File: config.mk
export PLATFORM = sky130hd
export DESIGN_NAME = key_buffer_ctrl_flat
export DESIGN_NICKNAME = d
export VERILOG_FILES = /design/src/rtl/key_buffer_ctrl_if.sv /design/src/rtl/key_buffer_ctrl.sv /design/src/flat_wrapper.sv
export SDC_FILE = /design/constraint.sdc
export NUM_CORES = 1
export LEC_CHECK = 0
export CAP_MARGIN = 20
export CORE_MARGIN = 3
export CORE_UTILIZATION = 42
export CTS_CLUSTER_SIZE = 40
export DETAILED_ROUTE_END_ITERATION = 10
export PLACE_DENSITY = 0.77
export SYNTH_ARGS = -nofsm -noshare
export SYNTH_HDL_FRONTEND = slang
export SYNTH_SLANG_ARGS = --single-unit
File: constraint.sdc
create_clock -name i_clk -period 3 [get_ports i_clk]
set_input_delay 0.45 -clock i_clk [delete_from_list [all_inputs] [get_ports i_clk]]
set_output_delay 0.45 -clock i_clk [all_outputs]
set_load 0.005 [all_outputs]
File: src/rtl/key_buffer_ctrl_if.sv
// key_buffer_ctrl_if: producer/consumer handshake bundle for key_buffer_ctrl.
// Handshakes:
//   - A keypoint transfers in any cycle where i_kp_valid and o_kp_ready are
//     both high. o_flag marks that cycle toward the shift buffer.
//   - A head entry is consumed in any cycle where o_pop_ack is high.
//     o_pop_ack is only ever high together with i_pop_req. o_hit marks that
//     cycle toward the shift buffer.
//   - All four returned strobes are combinational and have zero latency.
interface key_buffer_ctrl_if;
    logic i_kp_valid;
    logic o_kp_ready;
    logic i_pop_req;
    logic o_pop_ack;
    logic o_flag;
    logic o_hit;

    // Producer, matcher and buffer side.
    modport master (
        output i_kp_valid,
        output i_pop_req,
        input  o_kp_ready,
        input  o_pop_ack,
        input  o_flag,
        input  o_hit
    );

    // Controller side.
    modport slave (
        input  i_kp_valid,
        input  i_pop_req,
        output o_kp_ready,
        output o_pop_ack,
        output o_flag,
        output o_hit
    );
endinterface

File: src/rtl/key_buffer_ctrl.sv
// key_buffer_ctrl: occupancy tracker and insert/advance scheduler for the
// keypoint shift buffer. Each frame is sequenced IDLE -> FILL -> DRAIN.
// A frame start that arrives while a frame is still open is held as pending.
// When the drain completes, the block then re-enters FILL directly instead of
// returning to IDLE.
// Optional feature: define KEY_BUF_DROP_CNT_EN to build the saturating
// per-frame drop counter. When it is undefined, o_drop_cnt reads 0.
module key_buffer_ctrl #(
    parameter int DEPTH = 100
) (
    input  logic        i_clk,
    input  logic        i_rst_n,
    input  logic        i_frame_start,
    input  logic        i_frame_end,
    key_buffer_ctrl_if.slave bus,
    output logic [9:0]  o_count,
    output logic        o_full,
    output logic        o_empty,
    output logic [1:0]  o_state,
    output logic        o_drain_done,
    output logic [15:0] o_drop_cnt
);
    localparam logic [1:0] IDLE  = 2'd0;
    localparam logic [1:0] FILL  = 2'd1;
    localparam logic [1:0] DRAIN = 2'd2;

    localparam logic [9:0] DEPTH_C = 10'(DEPTH);

    logic [1:0] state_q, state_d;
    logic [9:0] count_q, count_d;
    logic       pending_q, pending_d;
    logic       drain_done_q, drain_done_d;

    logic full, empty;
    logic pop_ack, kp_ready, flag;

    assign full  = (count_q == DEPTH_C);
    assign empty = (count_q == 10'd0);

    // Zero-latency handshake decode from the registered state and count.
    always_comb begin
        pop_ack  = 1'b0;
        kp_ready = 1'b0;
        if (state_q == FILL || state_q == DRAIN) begin
            pop_ack = bus.i_pop_req & ~empty;
        end
        if (state_q == FILL) begin
            // A full buffer still takes a keypoint when the head leaves in the same cycle.
            kp_ready = ~full | pop_ack;
        end
    end

    assign flag           = bus.i_kp_valid & kp_ready;
    assign bus.o_pop_ack  = pop_ack;
    assign bus.o_kp_ready = kp_ready;
    assign bus.o_flag     = flag;
    assign bus.o_hit      = pop_ack;

    // Frame sequencing and occupancy bookkeeping.
    always_comb begin
        state_d      = state_q;
        pending_d    = pending_q;
        drain_done_d = 1'b0;
        unique case ({flag, pop_ack})
            2'b10:   count_d = count_q + 10'd1;
            2'b01:   count_d = count_q - 10'd1;
            default: count_d = count_q;
        endcase
        case (state_q)
            IDLE: begin
                if (i_frame_start) begin
                    state_d = FILL;
                    count_d = 10'd0;
                end
            end
            FILL: begin
                // A start inside FILL closes the current frame and is remembered.
                if (i_frame_start) pending_d = 1'b1;
                if (i_frame_end || i_frame_start) state_d = DRAIN;
            end
            DRAIN: begin
                if (i_frame_start) pending_d = 1'b1;
                if (empty) begin
                    drain_done_d = 1'b1;
                    if (pending_q || i_frame_start) begin
                        state_d   = FILL;
                        pending_d = 1'b0;
                    end else begin
                        state_d = IDLE;
                    end
                end
            end
            default: state_d = IDLE;
        endcase
    end

    // Control registers, cleared asynchronously with the shift buffer.
    always_ff @(posedge i_clk or negedge i_rst_n) begin
        if (!i_rst_n) begin
            state_q      <= IDLE;
            count_q      <= 10'd0;
            pending_q    <= 1'b0;
            drain_done_q <= 1'b0;
        end else begin
            state_q      <= state_d;
            count_q      <= count_d;
            pending_q    <= pending_d;
            drain_done_q <= drain_done_d;
        end
    end

    assign o_count      = count_q;
    assign o_full       = full;
    assign o_empty      = empty;
    assign o_state      = state_q;
    assign o_drain_done = drain_done_q;

`ifdef KEY_BUF_DROP_CNT_EN
    logic [15:0] drop_cnt_q, drop_cnt_d;
    logic        drop_evt, frame_open;

    assign drop_evt   = (state_q == FILL || state_q == DRAIN) & bus.i_kp_valid & ~kp_ready;
    assign frame_open = ((state_q == IDLE) & i_frame_start) |
                        ((state_q == DRAIN) & empty & (pending_q | i_frame_start));

    // Saturating drop count. A new frame clears it, even if a drop lands in the same cycle.
    always_comb begin
        drop_cnt_d = drop_cnt_q;
        if (frame_open) begin
            drop_cnt_d = 16'd0;
        end else if (drop_evt && drop_cnt_q != 16'hFFFF) begin
            drop_cnt_d = drop_cnt_q + 16'd1;
        end
    end

    // Drop counter register.
    always_ff @(posedge i_clk or negedge i_rst_n) begin
        if (!i_rst_n) drop_cnt_q <= 16'd0;
        else          drop_cnt_q <= drop_cnt_d;
    end

    assign o_drop_cnt = drop_cnt_q;
`else
    assign o_drop_cnt = 16'd0;
`endif
endmodule

File: src/flat_wrapper.sv
// flat-port wrapper written by rule: the top's interface ports become plain ports
module key_buffer_ctrl_flat 
#(
    parameter int DEPTH = 100
)
  (i_clk, i_rst_n, i_frame_start, i_frame_end, o_count, o_full, o_empty, o_state, o_drain_done, o_drop_cnt, bus_i_kp_valid, bus_i_pop_req, bus_o_kp_ready, bus_o_pop_ack, bus_o_flag, bus_o_hit);
  key_buffer_ctrl_if bus_i ();
  input  logic i_clk;
  input  logic i_rst_n;
  input  logic i_frame_start;
  input  logic i_frame_end;
  output logic [9:0] o_count;
  output logic o_full;
  output logic o_empty;
  output logic [1:0] o_state;
  output logic o_drain_done;
  output logic [15:0] o_drop_cnt;
  input wire logic [$bits(bus_i.i_kp_valid)-1:0] bus_i_kp_valid;
  input wire logic [$bits(bus_i.i_pop_req)-1:0] bus_i_pop_req;
  output wire logic [$bits(bus_i.o_kp_ready)-1:0] bus_o_kp_ready;
  output wire logic [$bits(bus_i.o_pop_ack)-1:0] bus_o_pop_ack;
  output wire logic [$bits(bus_i.o_flag)-1:0] bus_o_flag;
  output wire logic [$bits(bus_i.o_hit)-1:0] bus_o_hit;
  assign bus_i.i_kp_valid = bus_i_kp_valid;
  assign bus_i.i_pop_req = bus_i_pop_req;
  assign bus_o_kp_ready = bus_i.o_kp_ready;
  assign bus_o_pop_ack = bus_i.o_pop_ack;
  assign bus_o_flag = bus_i.o_flag;
  assign bus_o_hit = bus_i.o_hit;
  key_buffer_ctrl #(.DEPTH(DEPTH)) u_core (.i_clk(i_clk), .i_rst_n(i_rst_n), .i_frame_start(i_frame_start), .i_frame_end(i_frame_end), .bus(bus_i), .o_count(o_count), .o_full(o_full), .o_empty(o_empty), .o_state(o_state), .o_drain_done(o_drain_done), .o_drop_cnt(o_drop_cnt));
endmodule
==> impl_metrics.csv <==
group,metric,value,unit
sta,drv_slew,0,
floorplan,die_area,3760,µm²
logic_synthesis,synth_area_leader_cell,"dfrtp_1",
sta,hold_viol,0,
placed_design,pre_cts_ws,-0.202,ns
logic_synthesis,ys_top_cells_by_area,"dfrtp_1, ha_1, buf_4, a21oi_1, nor2_1",
worst_setup_path,worstReg2RegStart,"u_core.o_state[1]$_DFFE_PN0P_",
clock_tree,cts_inserted_buffers,3,
sta,setup_tns,0,ns
sta,period_share,0.961,
final_layout,stdcell_count,236,
global_route,grt_pass1_vias,1328,
worst_setup_path,critPathKind,"flip-flop to flip-flop",
sta,slew_headroom,0.591,
worst_setup_path,cp_slowest_cell,"dfrtp_1",
sta,clock_skew,0.00438,ns
detailed_routing,vias_per_cell,5.64,
clock_tree,clk_pin_slew,0.08,ns
logic_synthesis,yosys_warnings,0,
logic_synthesis,syn_inst,155,
floorplan,die_w,61.3,µm
clock_tree,clk_path_buf_depth,2,
clock_tree,cts_htree_levels,1,
worst_setup_path,cpPeakStageDelay,0.37,ns
detailed_routing,firstDrtPassIters,4,
floorplan,initial_core_util,0.455,
logic_synthesis,ys_ff_latch,14,
worst_setup_path,worstPathMaxFanout,7,
final_layout,syn_to_final_growth,46.4,%
placed_design,placed_area,1630,µm²
final_layout,insertedDiodeCount,0,
sta,worst_pin_slew,0.611,ns
detailed_routing,routedWlPerCell,15.6,µm
worst_setup_path,path_cells,"inv_2 -> ha_4 -> nand2_2 -> or2_4 -> a21boi_2 -> nand2_2 -> ha_4 -> buf_8 -> ha_4 -> nand4_1 -> o22ai_2 -> a21oi_2 -> buf_4 -> a31oi_1 -> nand4b_1",
detailed_routing,postRouteAntennaNets,0,
clock_tree,cts_tree,"built",
worst_setup_path,crit_top_cell,"ha_4",
status,status,"completed",
sta,min_period,2.88,ns
logic_synthesis,synth_edf_count,0,
floorplan,io_pins,41,
logic_synthesis,seq_area_frac_synth,0.272,
logic_synthesis,synth_flop_cell,"dfrtp_1",
sta,setup_ws,0.118,ns
clock_tree,clock_latency,0.28,ns
floorplan,rows,19,
clock_tree,postCtsHoldBufs,0,
placed_design,io_buffers,24,
pwr,p_total,2.24,mW
placed_design,dp_hpwl,2570,µm
global_route,track_usage,0.202,
floorplan,die_y,61.3,µm
final_layout,fillers,245,
sta,timing.fmax,347,MHz
logic_synthesis,syn_area_per_cell,8.30,µm²
worst_setup_path,reg2reg_to,"u_core.o_count[9]$_DFF_PN0_",
detailed_routing,vias,1330,
detailed_routing,drc,0,
global_route,gr-total-overflow,0,
sta,hold_ws,0.550,ns
global_route,grt_max_degree,17,
logic_synthesis,async_reset_ff_frac,1.00,
flow_run,maxCapViolations,0,
final_layout,final_util,0.666,
pwr,peakVddDrop,0.593,mV
final_layout,final_cell_mix,"buf_4, clkdlybuf4s50_1, conb_1",
global_route,antenna_found_initial,0,
final_layout,nNetsFinal,227,
worst_hold_path,hp-class,"input port to asynchronous set/reset pin",
final_layout,fin_area,1880,µm²
final_layout,drive_gt1_frac,0.298,
logic_synthesis,synth_top_area_frac,0.272,
final_layout,final_common_cell,"buf_4",
global_route,grt_pass1_wl,5790,µm
clock_tree,cts_root_buf,"clkbuf_4",
placed_design,gp_congestion,0.935,
detailed_routing,wl,3690,µm
worst_setup_path,cp-end-kind,"flip-flop",
pwr,power_density,1190,nW/µm²
worst_setup_path,critPathRequiredTime,3.16,ns
clock_tree,numClockSinks,14,
worst_setup_path,reg2reg_slack,0.12,ns
worst_setup_path,startpoint_type,"flip-flop",
pwr,p_leak,0.820,nW
logic_synthesis,synth_cell_types,41,
worst_setup_path,reg2reg_depth,15,
floorplan,coreArea,2830,µm²
detailed_routing,drt_iter0_markers,47,
sta,setup_viol,0,
worst_setup_path,critical_path_arrival,3.04,ns
logic_synthesis,synth_area,1290,µm²
placed_design,dp_cells,222,
## worst max path at each step
stage,from,to,cells past startpoint
finish,u_core.o_state[1]$_DFFE_PN0P_,u_core.o_count[9]$_DFF_PN0_,15
global route,u_core.o_state[1]$_DFFE_PN0P_,u_core.o_count[5]$_DFF_PN0_,13
CTS,u_core.o_state[1]$_DFFE_PN0P_,u_core.o_count[9]$_DFF_PN0_,15
detailed placement,bus_i_pop_req,u_core.o_count[9]$_DFF_PN0_,13
global placement,bus_i_pop_req,u_core.o_count[7]$_DFF_PN0_,12
floorplan,u_core.o_state[0]$_DFFE_PN0P_,u_core.o_count[6]$_DFF_PN0_,13
## critical path: cells and delay by family, from the launching register on
family                     cells  cell delay [ns]
adders and majority gates      3             0.78
and+or+nand+nor                5             0.65
AOI/OAI and AO/OA              4             0.59
DFF                            1             0.37
buffers and inverters          3             0.36
## logic make-up (layout without fill, tap and decap cells)
logic type               count (synthesis)  after routing  synth area share
flip-flops                              14             14             0.272
XOR/XNOR                                 2              2            0.0136
buffers and inverters                   28             63             0.131
multiplexers                             3              3            0.0253
other                                    1             16           0.00292
AO/OA/AOI/OAI                           40             40             0.203
adder cells (fa/ha/maj)                 14             14             0.142
AND/OR/NAND/NOR                         53             53             0.209
## registers in the layout (all words and copies together), names as in the netlist
signal,count
u_core.pending_q,1
u_core.o_drain_done,1
u_core.o_state,2
u_core.o_count,10
## routing by layer
layer  vias to the layer above  GRT usage  wire length (µm)
met3                         7     0.0189               226
li1                        628          -                 -
met1                       640      0.254              1490
met2                        55      0.358              1910
met5                         -          0                 0
met4                         0     0.0727                57
## cell usage after synthesis, types with 2 or more instances
master    number
a21o_1         2
nand2_1       11
nor3_1         5
nor2_1        14
and3_1         2
and2_1         3
nand3_1        6
a21oi_1       16
o21ai_0        5
xor2_1         2
inv_1          9
o22ai_1        2
nand4_1        3
o21a_1         2
a211oi_1       3
mux2_1         2
buf_4         17
dfrtp_1       14
ha_1          13
clkbuf_1       2
nor3b_1        2
## cell type report
| cell class | instances | area, µm² | share of cell area |
|---|---|---|---|
| Sequential cell | 14 | 350 | 0.186 |
| Inverter | 9 | 33.8 | 0.0179 |
| Tap cell | 31 | 38.8 | 0.0206 |
| Timing Repair Buffer | 51 | 450 | 0.239 |
| Multi-Input combinational cell | 128 | 987 | 0.524 |
| Clock buffer | 3 | 22.5 | 0.0120 |
## power by group
group | switching (mW) | total (mW) | internal, mW
clock | 0.0583 | 0.105 | 0.0466
sequential | 0.0908 | 0.358 | 0.267
combinational | 0.840 | 1.77 | 0.934
total | 0.989 | 2.24 | 1.25
## timing repair
action                                  CTS  global route
setup buffers                             3             8
gates resized for setup                  13            20
pin swaps                                 4            20
hold endpoints to repair                  0             0
endpoints found under the setup margin    4             6
Note: power is estimated with default switching activity, not from simulation.
